File: src/rtl/slice_sequencer.sv
// Slice cutting sequencer: takes an ultrasonic reference reading, feeds material
// until the measured travel reaches the slice thickness, cuts, and repeats.
module slice_sequencer #(
  parameter int DIST_W    = 32,
  parameter int NUM_W     = 5,
  parameter int TIMEOUT   = 50000,
  parameter int MAX_RETRY = 3
) (
  input  logic              clk,
  input  logic              rst_n,
  input  logic              start,
  input  logic              pause,
  input  logic              abort,
  input  logic [NUM_W-1:0]  slice_num,
  input  logic [DIST_W-1:0] thickness,
  input  logic              valid,
  input  logic [DIST_W-1:0] distance,
  input  logic              trigger_suc,
  output logic              trigger,
  output logic              move,
  input  logic              cut_end,
  output logic              cut,
  output logic              finish,
  output logic              error,
  output logic              busy,
  output logic [NUM_W-1:0]  slices_done
);

  localparam int CNT_W   = (TIMEOUT > 2) ? $clog2(TIMEOUT) : 1;
  localparam int RETRY_W = (MAX_RETRY > 0) ? $clog2(MAX_RETRY + 1) : 1;
  localparam logic [CNT_W-1:0]   CNT_LAST  = CNT_W'(TIMEOUT - 1);
  localparam logic [RETRY_W-1:0] RETRY_MAX = RETRY_W'(MAX_RETRY);

  typedef enum logic [2:0] {
    IDLE,
    TRIG,
    WAIT_ECHO,
    EVAL,
    CUT,
    DONE,
    ERR
  } state_t;

  state_t              state_q, state_d;
  logic [CNT_W-1:0]    cnt_q, cnt_d;
  logic [RETRY_W-1:0]  retry_q, retry_d;
  logic [DIST_W-1:0]   ref_dist_q, ref_dist_d;
  logic [DIST_W-1:0]   dist_q, dist_d;
  logic [DIST_W-1:0]   thick_q, thick_d;
  logic [NUM_W-1:0]    num_q, num_d;
  logic [NUM_W-1:0]    done_q, done_d;
  logic                ref_phase_q, ref_phase_d;
  logic                zero_fin_q, zero_fin_d;

  logic [DIST_W-1:0]   diff;
  logic [NUM_W-1:0]    done_inc;
  logic                timeout;

  assign diff        = (ref_dist_q >= dist_q) ? (ref_dist_q - dist_q) : '0;
  assign done_inc    = done_q + 1'b1;
  assign timeout     = (cnt_q == CNT_LAST);
  assign slices_done = done_q;

  always_ff @(posedge clk or negedge rst_n) begin
    if (!rst_n) begin
      state_q     <= IDLE;
      cnt_q       <= '0;
      retry_q     <= '0;
      ref_dist_q  <= '0;
      dist_q      <= '0;
      thick_q     <= '0;
      num_q       <= '0;
      done_q      <= '0;
      ref_phase_q <= 1'b0;
      zero_fin_q  <= 1'b0;
    end else begin
      state_q     <= state_d;
      cnt_q       <= cnt_d;
      retry_q     <= retry_d;
      ref_dist_q  <= ref_dist_d;
      dist_q      <= dist_d;
      thick_q     <= thick_d;
      num_q       <= num_d;
      done_q      <= done_d;
      ref_phase_q <= ref_phase_d;
      zero_fin_q  <= zero_fin_d;
    end
  end

  always_comb begin
    state_d     = state_q;
    cnt_d       = cnt_q;
    retry_d     = retry_q;
    ref_dist_d  = ref_dist_q;
    dist_d      = dist_q;
    thick_d     = thick_q;
    num_d       = num_q;
    done_d      = done_q;
    ref_phase_d = ref_phase_q;
    zero_fin_d  = 1'b0;

    if (abort) begin
      state_d = IDLE;
      cnt_d   = '0;
    end else begin
      case (state_q)
        IDLE, ERR: begin
          if (start) begin
            if (slice_num != '0) begin
              num_d       = slice_num;
              thick_d     = thickness;
              done_d      = '0;
              retry_d     = '0;
              ref_phase_d = 1'b1;
              cnt_d       = '0;
              state_d     = TRIG;
            end else begin
              zero_fin_d = 1'b1;
              state_d    = IDLE;
            end
          end
        end
        TRIG: begin
          if (!pause) begin
            if (trigger_suc) begin
              cnt_d   = '0;
              state_d = WAIT_ECHO;
            end else if (timeout) begin
              cnt_d = '0;
              if (retry_q == RETRY_MAX) begin
                state_d = ERR;
              end else begin
                retry_d = retry_q + 1'b1;
                state_d = TRIG;
              end
            end else begin
              cnt_d = cnt_q + 1'b1;
            end
          end
        end
        WAIT_ECHO: begin
          // valid is tested ahead of timeout so a late echo is never lost
          if (!pause) begin
            if (valid) begin
              dist_d  = distance;
              retry_d = '0;
              cnt_d   = '0;
              if (ref_phase_q) begin
                ref_dist_d  = distance;
                ref_phase_d = 1'b0;
                state_d     = TRIG;
              end else begin
                state_d = EVAL;
              end
            end else if (timeout) begin
              cnt_d = '0;
              if (retry_q == RETRY_MAX) begin
                state_d = ERR;
              end else begin
                retry_d = retry_q + 1'b1;
                state_d = TRIG;
              end
            end else begin
              cnt_d = cnt_q + 1'b1;
            end
          end
        end
        EVAL: begin
          if (!pause) begin
            cnt_d   = '0;
            state_d = (diff >= thick_q) ? CUT : TRIG;
          end
        end
        CUT: begin
          if (cut_end) begin
            ref_dist_d = dist_q;
            done_d     = done_inc;
            cnt_d      = '0;
            state_d    = (done_inc == num_q) ? DONE : TRIG;
          end
        end
        DONE: begin
          state_d = IDLE;
        end
        default: begin
          state_d = IDLE;
        end
      endcase
    end
  end

  always_comb begin
    trigger = 1'b0;
    move    = 1'b0;
    cut     = 1'b0;
    finish  = zero_fin_q;
    error   = 1'b0;
    busy    = 1'b0;
    case (state_q)
      TRIG: begin
        busy    = 1'b1;
        trigger = !pause && !abort;
        move    = !pause && !abort && !ref_phase_q;
      end
      WAIT_ECHO, EVAL: begin
        busy = 1'b1;
        move = !pause && !abort && !ref_phase_q;
      end
      CUT: begin
        busy = 1'b1;
        cut  = !abort;
      end
      DONE: begin
        busy   = 1'b1;
        finish = !abort;
      end
      ERR: begin
        error = 1'b1;
      end
      default: begin
        busy = 1'b0;
      end
    endcase
  end

endmodule

File: config.mk
export PLATFORM = sky130hd
export DESIGN_NAME = slice_sequencer
export DESIGN_NICKNAME = d
export VERILOG_FILES = /design/src/rtl/slice_sequencer.sv
export SDC_FILE = /design/constraint.sdc
export NUM_CORES = 1
export LEC_CHECK = 0
export ABC_AREA = 1
export BUFFER_PORTS_ARGS = -buffer_cell sky130_fd_sc_hd__buf_2
export CAP_MARGIN = 20
export CORE_UTILIZATION = 40
export CTS_CLUSTER_SIZE = 40
export DETAILED_ROUTE_END_ITERATION = 6
export GPL_TIMING_DRIVEN = 1
export PLACE_DENSITY = 0.69
export SYNTH_ARGS = -nofsm -noshare
export SYNTH_HDL_FRONTEND = slang
export SYNTH_SLANG_ARGS = --single-unit
File: constraint.sdc
create_clock -name clk -period 3.3 [get_ports clk]
set_input_delay 0.33 -clock clk [delete_from_list [all_inputs] [get_ports clk]]
set_output_delay 0.33 -clock clk [all_outputs]
set_load 0.01 [all_outputs]
==> Word level (Yosys, flattened, before mapping) <==
Cells that the tools add are included.
{ "totals": {"register_bits": 129, "out_inout_bits": 11, "elab_cells": 124, "in_bits": 77} }
{ "op_classes": {"add_sub_neg": 4, "n_lt_le_gt_ge": 2, "reduce_logical": 23, "n_bitwise": 2, "eq_ne": 23, "mux": 60} }
{ "ops": {"columns": ["cell", "count"], "rows": [
  ["2-to-1 mux 16 bit", 10],
  ["2-to-1 mux 32 bit", 5],
  ["one-hot mux 16 bit (5 select lines)", 1],
  ["greater-or-equal comparator 32 bit", 2],
  ["one-hot mux 32 bit (2 select lines)", 1],
  ["2-to-1 mux 3 bit", 12],
  ["subtractor 32 bit", 1],
  ["2-to-1 mux 2 bit", 9],
  ["inequality test 3 bit, second input constant", 6],
  ["adder 16 x 1 -> 16 bit, second input constant", 1],
  ["equality test 16 bit, second input constant", 1],
  ["inequality test 2 bit, second input constant", 8],
  ["2-to-1 mux 1 bit", 15],
  ["2-to-1 mux 5 bit", 3],
  ["one-hot mux 3 bit (5 select lines)", 1],
  ["AND reduction 7 bit", 2],
  ["AND reduction 6 bit", 2],
  ["one-hot mux 5 bit (2 select lines)", 1],
  ["AND reduction 5 bit", 2],
  ["equality test 3 bit, second input constant", 3],
  ["AND reduction 4 bit", 2],
  ["equality test 3 x 2 -> 1 bit, second input constant", 2],
  ["one-hot mux 2 bit (3 select lines)", 1],
  ["nonzero test 2 bit", 3],
  ["other kinds (16)", 20]
]} }

==> Longest topological paths before layout <==
{ "logic_depth": {"word_depth": 7, "mapped_depth": 29, "mapped_depth_nobuf": 28} }

==> Least setup slack after synthesis <==
OpenSTA, ideal clock, no wires.
{ "synth_timing": {"kind": "register to register", "start": "register ref_dist_q[0]", "end": "register state_q[2]", "path_stages_with_launch": 25, "setup_time_ns": 0.116, "n_path_buf": 0, "t_arrival_ns": 2.915, "t_required_ns": 3.184, "setup_slack_ns": 0.268, "synth_period_minus_slack_ns": 3.032, "path_cell_list": "dfrtp_1 > inv_1 > ha_1 > inv_1 > fa_1 > nand3_1 > nand2_1 > a21o_1 > nand2_1 > nand2_1 > nand2_1 > nand2_1 > nor2_2 > nor2_1 > ha_1 > a21oi_1 > o21ai_0 > a21oi_1 > nor2_1 > nor2_1 > nand2_1 > nand2_1 > nand2_1 > nand2_1 > nand2_1"} }
{ "synth_between": {"elab_chain_cells": 7, "elab_cells_between_ends": 8, "classes_between": "1 x add/sub; 2 x order compare; 5 x mux"} }
{ "synth_lines": {"columns": ["item", "line", "source"], "rows": [
  ["start, declared", "47", "logic [DIST_W-1:0] ref_dist_q, ref_dist_d;"],
  ["start signal, assigned", "80", "ref_dist_q <= ref_dist_d;"],
  ["subtractor 32 bit or greater-or-equal comparator 32 bit (tied branches)", "59", "assign diff = (ref_dist_q >= dist_q) ? (ref_dist_q - dist_q) : '0;"],
  ["2-to-1 mux 32 bit (*)", "59", null],
  ["greater-or-equal comparator 32 bit (*)", "171", "state_d = (diff >= thick_q) ? CUT : TRIG;"],
  ["2-to-1 mux 3 bit (*)", "171", null],
  ["2-to-1 mux 3 bit (*)", "169", "if (!pause) begin"],
  ["one-hot mux 3 bit (5 select lines) (*)", "106", "case (state_q)"],
  ["2-to-1 mux 3 bit (*)", "102", "if (abort) begin"],
  ["end signal, assigned", "77", "state_q <= state_d;"],
  ["end, declared", "44", "state_t state_q, state_d;"]
]} }
Every way passes the cells marked *; elsewhere a longest branch is shown, timed or not. The select of a mux whose other input is x is not followed.
A chain may end at the register's enable or synchronous reset.

==> Worst setup path in the final report <==
Ends and elaborated chain as after synthesis.

==> results.rst <==
.. list-table::
   :header-rows: 1

   * - Metric
     - Value
   * - Post-Syn Nets
     - 1454
   * - Number of antenna violations at the first check in global routing
     - 2
   * - Filler cells
     - 2227
   * - Synth Flop Type
     - sky130_fd_sc_hd__dfrtp_1
   * - Pins over their slew limit
     - 0
   * - Starting density of the core
     - 41.1%
   * - Post-detailed-route wirelength per cell
     - 14.2 um
   * - CP Max Fanout
     - 8
   * - Accumulated negative setup slack
     - 0 ns
   * - Internal power
     - 6740 uW
   * - Final non-filler cell total
     - 1769
   * - Endpoint arrival time on the critical path
     - 3.60 ns
   * - Number of standard cells after synthesis
     - 1309
   * - Via count of the first global-routing pass
     - 8356
   * - Worst path setup slack after routing
     - 0.0675 ns
   * - Placer Congestion
     - 0.914
   * - Residual DRC count
     - 0
   * - Ys Warns
     - 0
   * - CTS root buf
     - sky130_fd_sc_hd__clkbuf_16
   * - Total of buffers placed on input and output ports
     - 87
   * - CP endpoint kind
     - flop
   * - Routed via count
     - 8857
   * - First-pass GRT wire length
     - 40500 um
   * - Overall global routing resource usage
     - 20.9%
   * - Share of cells above drive strength 1
     - 27.4%
   * - Sum of net half-perimeters after detailed placement
     - 18500 um
   * - Worst-Margin Slew
     - 0.960 ns
   * - Seq cells post-synth
     - 129
   * - Post-synth cell types
     - 42
   * - Switching share of power
     - 45.8%
   * - Post-layout nets
     - 1588
   * - Setup CP Type
     - flop to flop
   * - Power consumption
     - 12400 uW
   * - Result of the run
     - complete, no violations
   * - Final Hold Viols
     - 0
   * - Commonest non-fill, non-tap cells in the layout
     - 301 x sky130_fd_sc_hd__nand2_1, 161 x sky130_fd_sc_hd__inv_1, 129 x sky130_fd_sc_hd__dfrtp_1
   * - Required time reported for the critical path endpoint
     - 3.67 ns
   * - Max frequency
     - 309 MHz
   * - Portion of the clock cycle consumed by the worst path in the final layout
     - 98.0%
   * - Clock tree from TritonCTS
     - done
   * - Max VDD drop
     - 0.000482 V
   * - Synth area leaders
     - sky130_fd_sc_hd__dfrtp_1 34%, sky130_fd_sc_hd__nand2_1 13%, sky130_fd_sc_hd__ha_1 9.0%
   * - Post-detailed-routing wire length
     - 25100 um
   * - Worst setup path startpoint
     - ref_dist_q[0]
   * - Placed instance count
     - 1728
   * - Max_cap viols
     - 0
   * - Startpoint Class
     - flop
   * - Netlist area before placement
     - 9360 sq um
   * - Final worst hold slack
     - 0.0374 ns
   * - Row cnt
     - 55
   * - Final setup violating endpoints
     - 0
   * - Number of enable flip-flop cells after synthesis
     - 0
   * - Synth-to-Final Area Change
     - 25.8%
   * - RSZ-0062 raised after global routing
     - true
   * - Part of the total power dissipated in the clock network
     - 16.1%
   * - Post-synthesis async set-or-reset flop share
     - 100%
   * - Count of clock tree sinks
     - 129
   * - Seq/Total Area, Yosys
     - 34.5%
   * - Antenna Nets Post-Route
     - 0
   * - Starting DRT DRC Count
     - 575
   * - Max-slew headroom
     - 36.0%
   * - Pre-Repair DR Iteration Count
     - 5
   * - Maximum number of pins on one net before global-route repair
     - 74
   * - Die Y
     - 155 um
   * - Total Die Area
     - 24000 sq um
   * - Post-placement setup slack
     - -0.0622 ns
   * - N_diodes
     - 0
   * - Net switching component of the power
     - 5710 uW
   * - Post-synthesis average cell area
     - 7.15 sq um
   * - Leak
     - 0.00570 uW
   * - Synth top area share
     - 34.5%
   * - I/O Pins
     - 88
   * - Horiz. Die Dim
     - 155 um
   * - Max Buffers Root-to-Sink
     - 2
   * - Average vias per placed instance
     - 5.01
   * - Aggregate global routing overflow
     - 0
   * - Commonest non-fill, non-tap cell in the layout
     - sky130_fd_sc_hd__nand2_1
   * - Leading area contributor after synthesis
     - sky130_fd_sc_hd__dfrtp_1
   * - Proportion of power drawn by flip-flops and latches
     - 20.4%
   * - Startpoint of the worst register-to-register path
     - ref_dist_q[0]
   * - Share of power burned in combinational logic
     - 63.6%
   * - Clock slew seen by the registers of the worst setup and hold paths
     - 0.06 ns
   * - Power per unit of standard cell area
     - 1060 nW/um^2
   * - Classification of the worst-slack hold path
     - primary input to async pin
   * - Worst-skew pair later-pin latency
     - 0.43 ns
   * - Htree depth
     - 4
   * - Layout Skew
     - 0.00763 ns
   * - Clock period minus final worst setup slack
     - 3.23 ns
   * - Core Area
     - 22800 sq um
   * - Clock buffers created by TritonCTS
     - 17
flip-flops by register name, indices dropped and copies added, names as in the netlist:
signal and count:
dist_q 32, ref_dist_q 32, thick_q 32, cnt_q 16, num_q 5, slices_done 5
state_q 3, retry_q 2, ref_phase_q 1, zero_fin_q 1
path summary, 6_finish.rpt:
path                             endpoint  slack (ns)  cells past startpoint
max in group asynchronous  slices_done[1]        2.44                      2
min reg2reg                    thick_q[0]        0.49                      2
max                            state_q[2]        0.07                     26
min in group clk               dist_q[17]        0.12                      3
max reg2reg                    state_q[2]        0.07                     26
min                            dist_q[22]        0.04                      1
worst max-delay path, cell delays in order, from the launching register on:
cell	delay, ns
sky130_fd_sc_hd__dfrtp_1	0.37
sky130_fd_sc_hd__inv_2	0.07
sky130_fd_sc_hd__ha_4	0.13
sky130_fd_sc_hd__inv_2	0.04
sky130_fd_sc_hd__fa_2	0.36
sky130_fd_sc_hd__nand3_2	0.09
sky130_fd_sc_hd__nand2_2	0.06
sky130_fd_sc_hd__a21o_1	0.19
sky130_fd_sc_hd__nand2_1	0.07
sky130_fd_sc_hd__nand2_2	0.06
sky130_fd_sc_hd__nand2_2	0.10
sky130_fd_sc_hd__nand3b_4	0.11
sky130_fd_sc_hd__buf_6	0.13
sky130_fd_sc_hd__clkbuf_16	0.15
sky130_fd_sc_hd__nand3_1	0.06
sky130_fd_sc_hd__inv_1	0.05
sky130_fd_sc_hd__ha_1	0.26
sky130_fd_sc_hd__nand2_1	0.08
sky130_fd_sc_hd__nor4_1	0.28
sky130_fd_sc_hd__nand2_1	0.09
sky130_fd_sc_hd__nand2_1	0.08
sky130_fd_sc_hd__nand2_2	0.08
sky130_fd_sc_hd__nand2_2	0.07
sky130_fd_sc_hd__nand2_1	0.04
sky130_fd_sc_hd__nand2_1	0.07
sky130_fd_sc_hd__nand2_1	0.04
sky130_fd_sc_hd__nand2_1	0.05
final cells by class:
class,instances,area (sq um),area share (%)
clock inverter,9,129,1.09
inverter,181,679,5.77
multi-input combinational,967,5910,50.2
clock buffer,23,488,4.14
timing repair buffer,147,945,8.02
sequential,129,3230,27.4
tap,313,392,3.33
cells by family (layout without fill, tap and decap cells):
family | count (synthesis) | in the layout | share of synthesized area [%]
buffers and inverters | 213 | 360 | 9.49
flip-flops | 129 | 129 | 34.5
XOR/XNOR | 17 | 17 | 1.59
AND/OR/NAND/NOR | 635 | 635 | 29.5
AO/OA/AOI/OAI | 247 | 247 | 15.8
adder cells (fa/ha/maj) | 68 | 68 | 9.17
metal layers:
metal / track usage, % / wire (um) / vias up
li1: - / - / 4512
met1: 30.3 / 12400 / 4104
met2: 31.6 / 11100 / 202
met3: 3.70 / 1190 / 35
met4: 6.13 / 363 / 4
met5: 0 / 21 / -
cells in the mapped netlist (7+ instances only):
library cell and n:
sky130_fd_sc_hd__a21oi_1 63, sky130_fd_sc_hd__a21oi_2 33, sky130_fd_sc_hd__a31oi_1 33, sky130_fd_sc_hd__buf_2 14, sky130_fd_sc_hd__buf_6 8, sky130_fd_sc_hd__clkbuf_1 7, sky130_fd_sc_hd__dfrtp_1 129, sky130_fd_sc_hd__ha_1 67
sky130_fd_sc_hd__inv_1 169, sky130_fd_sc_hd__inv_2 11, sky130_fd_sc_hd__nand2_1 320, sky130_fd_sc_hd__nand3_1 63, sky130_fd_sc_hd__nand4_1 13, sky130_fd_sc_hd__nor2_1 146, sky130_fd_sc_hd__nor2_2 38, sky130_fd_sc_hd__nor3_1 24
sky130_fd_sc_hd__o21ai_0 75, sky130_fd_sc_hd__o21ai_1 11, sky130_fd_sc_hd__o21bai_1 7, sky130_fd_sc_hd__xnor2_1 7, sky130_fd_sc_hd__xor2_1 10
what timing repair did:
action,in CTS,in global routing
endpoints found under the setup margin,2,2
hold buffers,0,0
pin swaps,0,46
cloned,0,2
setup buffers,0,7
resized for setup,3,165
power by group through the flow:
stage	clock network [uW]	registers [uW]	logic, uW
5_1_grt	2090	2610	8740
3_5_place_dp	0	2510	6330
6_report	2000	2540	7910
4_1_cts	2030	2490	6400
3_3_place_gp	0	2480	6260
2_1_floorplan	0	2420	4400
per-stage QoR:
| stage | util, % | instance area [sq um] |
|---|---|---|
| 6_report | 51.7 | 11800 |
| 5_1_grt | 51.7 | 11800 |
| 4_1_cts | 48.3 | 11000 |
| 3_5_place_dp | 45.5 | 10400 |
| 3_3_place_gp | 45.5 | 10400 |
| 2_1_floorplan | - | 9360 |
Note: power is estimated with default switching activity, not from simulation.
